<file path="src/rtl/instr_bus_responder.sv">
// Instruction-cache refill responder: one 16-byte line per four-phase bus handshake,
// assembled from four sequential 32-bit reads on a single-outstanding req/gnt/rvalid port.
module instr_bus_responder #(
  parameter int unsigned BUS_ADDRESS_WIDTH = 20
) (
  input  logic                         clk_i,
  input  logic                         rst_ni,
  input  logic                         bus_valid_i,
  input  logic [BUS_ADDRESS_WIDTH-5:0] bus_addr_i,
  output logic [127:0]                 bus_data_o,
  output logic                         bus_valid_o,
  output logic                         mem_req_o,
  output logic [BUS_ADDRESS_WIDTH-3:0] mem_addr_o,
  input  logic                         mem_gnt_i,
  input  logic [31:0]                  mem_rdata_i,
  input  logic                         mem_rvalid_i,
  output logic                         busy_o
);

  typedef enum logic [1:0] {StIdle, StReq, StWait, StAck} state_e;

  state_e                       state_q;
  logic [1:0]                   beat_q;
  logic [BUS_ADDRESS_WIDTH-5:0] line_addr_q;
  logic [127:0]                 data_q;
  logic                         bus_valid_q;
  logic                         mem_req_q;
  logic                         busy_q;

  always_ff @(posedge clk_i or negedge rst_ni) begin
    if (!rst_ni) begin
      state_q     <= StIdle;
      beat_q      <= 2'd0;
      line_addr_q <= '0;
      data_q      <= '0;
      bus_valid_q <= 1'b0;
      mem_req_q   <= 1'b0;
      busy_q      <= 1'b0;
    end else begin
      case (state_q)
        StIdle: begin
          if (bus_valid_i) begin
            line_addr_q <= bus_addr_i;
            beat_q      <= 2'd0;
            mem_req_q   <= 1'b1;
            busy_q      <= 1'b1;
            state_q     <= StReq;
          end
        end
        StReq: begin
          // Request and address are held until the memory grants.
          if (mem_gnt_i) begin
            mem_req_q <= 1'b0;
            state_q   <= StWait;
          end
        end
        StWait: begin
          if (mem_rvalid_i) begin
            data_q[{beat_q, 5'd0} +: 32] <= mem_rdata_i;
            if (beat_q == 2'd3) begin
              bus_valid_q <= 1'b1;
              state_q     <= StAck;
            end else begin
              beat_q    <= beat_q + 2'd1;
              mem_req_q <= 1'b1;
              state_q   <= StReq;
            end
          end
        end
        StAck: begin
          // Full four-phase return: leave only once the cache has dropped its request.
          if (!bus_valid_i) begin
            bus_valid_q <= 1'b0;
            busy_q      <= 1'b0;
            beat_q      <= 2'd0;
            state_q     <= StIdle;
          end
        end
        default: begin
          bus_valid_q <= 1'b0;
          mem_req_q   <= 1'b0;
          busy_q      <= 1'b0;
          state_q     <= StIdle;
        end
      endcase
    end
  end

  assign bus_data_o  = data_q;
  assign bus_valid_o = bus_valid_q;
  assign mem_req_o   = mem_req_q;
  assign mem_addr_o  = {line_addr_q, beat_q};
  assign busy_o      = busy_q;

endmodule

</file>
<file path="config.mk">
export PLATFORM = sky130hd
export DESIGN_NAME = instr_bus_responder
export DESIGN_NICKNAME = d
export VERILOG_FILES = /design/src/rtl/instr_bus_responder.sv
export SDC_FILE = /design/constraint.sdc
export NUM_CORES = 1
export LEC_CHECK = 0
export ABC_AREA = 1
export ABC_CLOCK_PERIOD_IN_PS = 2600
export CAP_MARGIN = 15
export CORE_MARGIN = 3
export CORE_UTILIZATION = 25
export CTS_CLUSTER_SIZE = 24
export DETAILED_ROUTE_END_ITERATION = 6
export DONT_BUFFER_PORTS = 1
export PLACE_DENSITY_LB_ADDON = 0.25
export SLEW_MARGIN = 15
export SYNTH_ARGS = -nofsm -noshare
export SYNTH_HDL_FRONTEND = slang
export SYNTH_SLANG_ARGS = --single-unit
</file>
<file path="constraint.sdc">
create_clock -name clk_i -period 2.6 [get_ports clk_i]
set_input_delay 0.39 -clock clk_i [delete_from_list [all_inputs] [get_ports clk_i]]
set_output_delay 0.39 -clock clk_i [all_outputs]
set_load 0.05 [all_outputs]
</file>
==> out/qor.yml <==
hold_viol_final: 151
criticalPathCategory: "reg -> reg"
grt_pass1_wl_mm: 31.4
cap_violations: 0
max_freq_mhz: 545
start_util_pct: 25.6
chipWidth_um: 170
synth_seq_area_share_pct: 56.2
r2r_end: "bus_data_o[99]$_DFFE_PN0P_"
antennaDiodeCount: 0
worstHoldPathType: "in -> async"
synth.distinct_cells: 27
track_usage_pct: 14.3
area_growth_syn_to_layout_pct: 12.4
tightest_slew_ns: 0.657
crit_fanout: 33
synth_area_um2: 6720
numClockSinks: 151
setup_viol: 0
crit_arrival_ns: 2.19
rr_worst_depth: 7
clk_pin_slew_ns: 0.06
cts_max_level: 4
layout-drive-gt1-share_pct: 10.7
synth_seq_cells: 151
final_cell_mix: "nand2_1 (305), dfrtp_1 (151), nand3_1 (84)"
crit_required_ns: 2.95
grt_max_degree: 152
ir_worst_vdd_uv: 566
period_share_pct: 70.6
post-place-cells: 1063
ys_warn_count: 0
syn-instance-count: 769
overflow: 0
rrSetupSlack_ns: 0.76
p_per_area_nw_per_um2: 1330
relSlewSlack_pct: 56.2
rsz0062_at_grt: "no"
io_pins: 202
finalCriticalPeriod_ns: 1.84
synth_fp_nets: 827
cts_made_buffers: 17
antenna_found_initial: 0
hpwl_mm: 14.2
final_nets: 805
violations: "negative hold slack"
ant_nets: 0
clock_skew_ns: 0.00770
start_kind: "flop"
dr.pass1.iters: 7
routed_wirelength_mm: 20.8
reg2reg_from: "beat_q[0]$_DFFE_PN0P_"
report.final.slew_viol_count: 0
dieArea_um2: 28900
cts_tree: "built"
coreArea_um2: 26200
crit_path_end_kind: "flop"
die_h_um: 170
cts_root_buffer: "clkbuf_16"
setup_tns_ns: 0
hold_slack_ns: -0.333
row_count: 59
p_leak_nw: 3.45
layoutNonFillerInstCount: 1094
drcViolationCount: 0
avgSynthCellArea_um2: 8.74
dr_total_vias: 4993
first_iter_violations: 335
clock_path_buffers: 2
nFillCells: 2772
clock_latency_ns: 0.42
place.gp.congestion: 0.795
wire_per_inst_um: 19.0
via_per_inst: 4.56
outcome: "finished with violations"
ctsResizeCount: 0
io_buffers: 0
grt_pass1_vias: 5010
layout_commonest_cell: "nand2_1"
## routing by layer
metal | part of all wire [%] | up-vias | wire length (um) | global-route usage, %
met5 | 0 | - | 0 | 0
met4 | 1.5 | 0 | 315 | 3.67
met3 | 14 | 19 | 2840 | 8.73
met2 | 46 | 206 | 9600 | 22.9
met1 | 39 | 2339 | 8010 | 16.2
li1 | - | 2429 | - | -
## what timing repair did
| item | 4_1_cts | 5_1_grt |
|---|---|---|
| buffers inserted | 0 | 0 |
| setup endpoints to repair | 0 | 0 |
| hold endpoints to repair | 151 | 151 |
## power breakdown
part	switching (mW)	internal (mW)	total [mW]
Combinational	1.57	0.641	2.21
Sequential	2.24	2.84	5.08
Clock	0.999	1.80	2.80
Total	4.81	5.28	10.1
## worst max-delay path by stage
stage                                from                           to  slack [ns]  cells past startpoint
detailed placement  beat_q[0]$_DFFE_PN0P_  bus_data_o[121]$_DFFE_PN0P_        0.76                      7
CTS                 beat_q[0]$_DFFE_PN0P_  bus_data_o[117]$_DFFE_PN0P_        0.74                      7
floorplan           beat_q[0]$_DFFE_PN0P_  bus_data_o[100]$_DFFE_PN0P_        0.41                      8
finish              beat_q[0]$_DFFE_PN0P_   bus_data_o[99]$_DFFE_PN0P_        0.76                      7
global placement    beat_q[0]$_DFFE_PN0P_  bus_data_o[122]$_DFFE_PN0P_        0.75                      7
global route        beat_q[0]$_DFFE_PN0P_   bus_data_o[36]$_DFFE_PN0P_        0.57                      6
## sequential cells by signal (all words and copies together), names as in the netlist
register,count
bus_data_o,128
busy_o,1
beat_q,2
state_q,2
line_addr_q,16
mem_req_o,1
bus_valid_o,1
## synth_stat cells
cell type	n	share of area, %
nand3_1	84	6.3
nand2_2	2	0.19
nor2_1	32	1.8
ha_1	5	0.93
buf_1	1	0.056
a21oi_1	2	0.15
inv_1	15	0.84
nand2_4	2	0.34
clkbuf_1	6	0.34
o21ai_2	25	3.3
inv_4	1	0.093
nand3b_1	1	0.11
nand3_4	1	0.26
dfrtp_1	151	56
o21bai_1	3	0.34
nand3_2	1	0.15
buf_4	9	1.0
nand2_1	305	17
nor2_2	1	0.093
buf_6	12	2.0
o31ai_1	1	0.11
o21ai_0	12	0.89
o21ai_1	63	4.7
nor2_4	3	0.50
nor3_4	1	0.24
buf_2	24	1.8
inv_2	6	0.34
## critical path, stage by stage, from the launching register on
cell     delay (ns)
dfrtp_1        0.38
buf_4          0.24
ha_1           0.26
nand3_2        0.12
nor2_4         0.05
inv_2          0.47
nand2_1        0.12
nand2_1        0.09
## metrics by stage
stage | utilization [%] | worst slack (ns) | instance area (um2) | power, mW
floorplan | - | 0.410 | 6720 | 6.84
global placement | 26.4 | 0.748 | 6910 | 7.38
detailed placement | 26.4 | 0.764 | 6910 | 7.40
CTS | 28.8 | 0.740 | 7560 | 10.2
global route | 28.8 | 0.570 | 7560 | 10.7
finish | 28.8 | 0.765 | 7560 | 10.1
## kinds of logic (layout without fill, tap and decap cells)
kind of cell / after synthesis / count (layout) / share of synthesized area [%]
AO/OA/AOI/OAI: 106 / 106 / 9.44
adder cells (fa/ha/maj): 5 / 5 / 0.931
buffers and inverters: 74 / 64 / 6.46
flip-flops: 151 / 151 / 56.2
AND/OR/NAND/NOR: 433 / 433 / 27.0
## final cells by class
| class | instances | area, um2 | share of cell area, % |
|---|---|---|---|
| inverter | 22 | 85.1 | 1.13 |
| clock buffer | 22 | 444 | 5.88 |
| sequential | 151 | 3780 | 50.0 |
| tap | 335 | 419 | 5.55 |
| clock inverter | 9 | 199 | 2.63 |
| multi-input combinational | 544 | 2510 | 33.2 |
| timing repair buffer | 11 | 120 | 1.59 |
(Power assumes the default switching activity.)
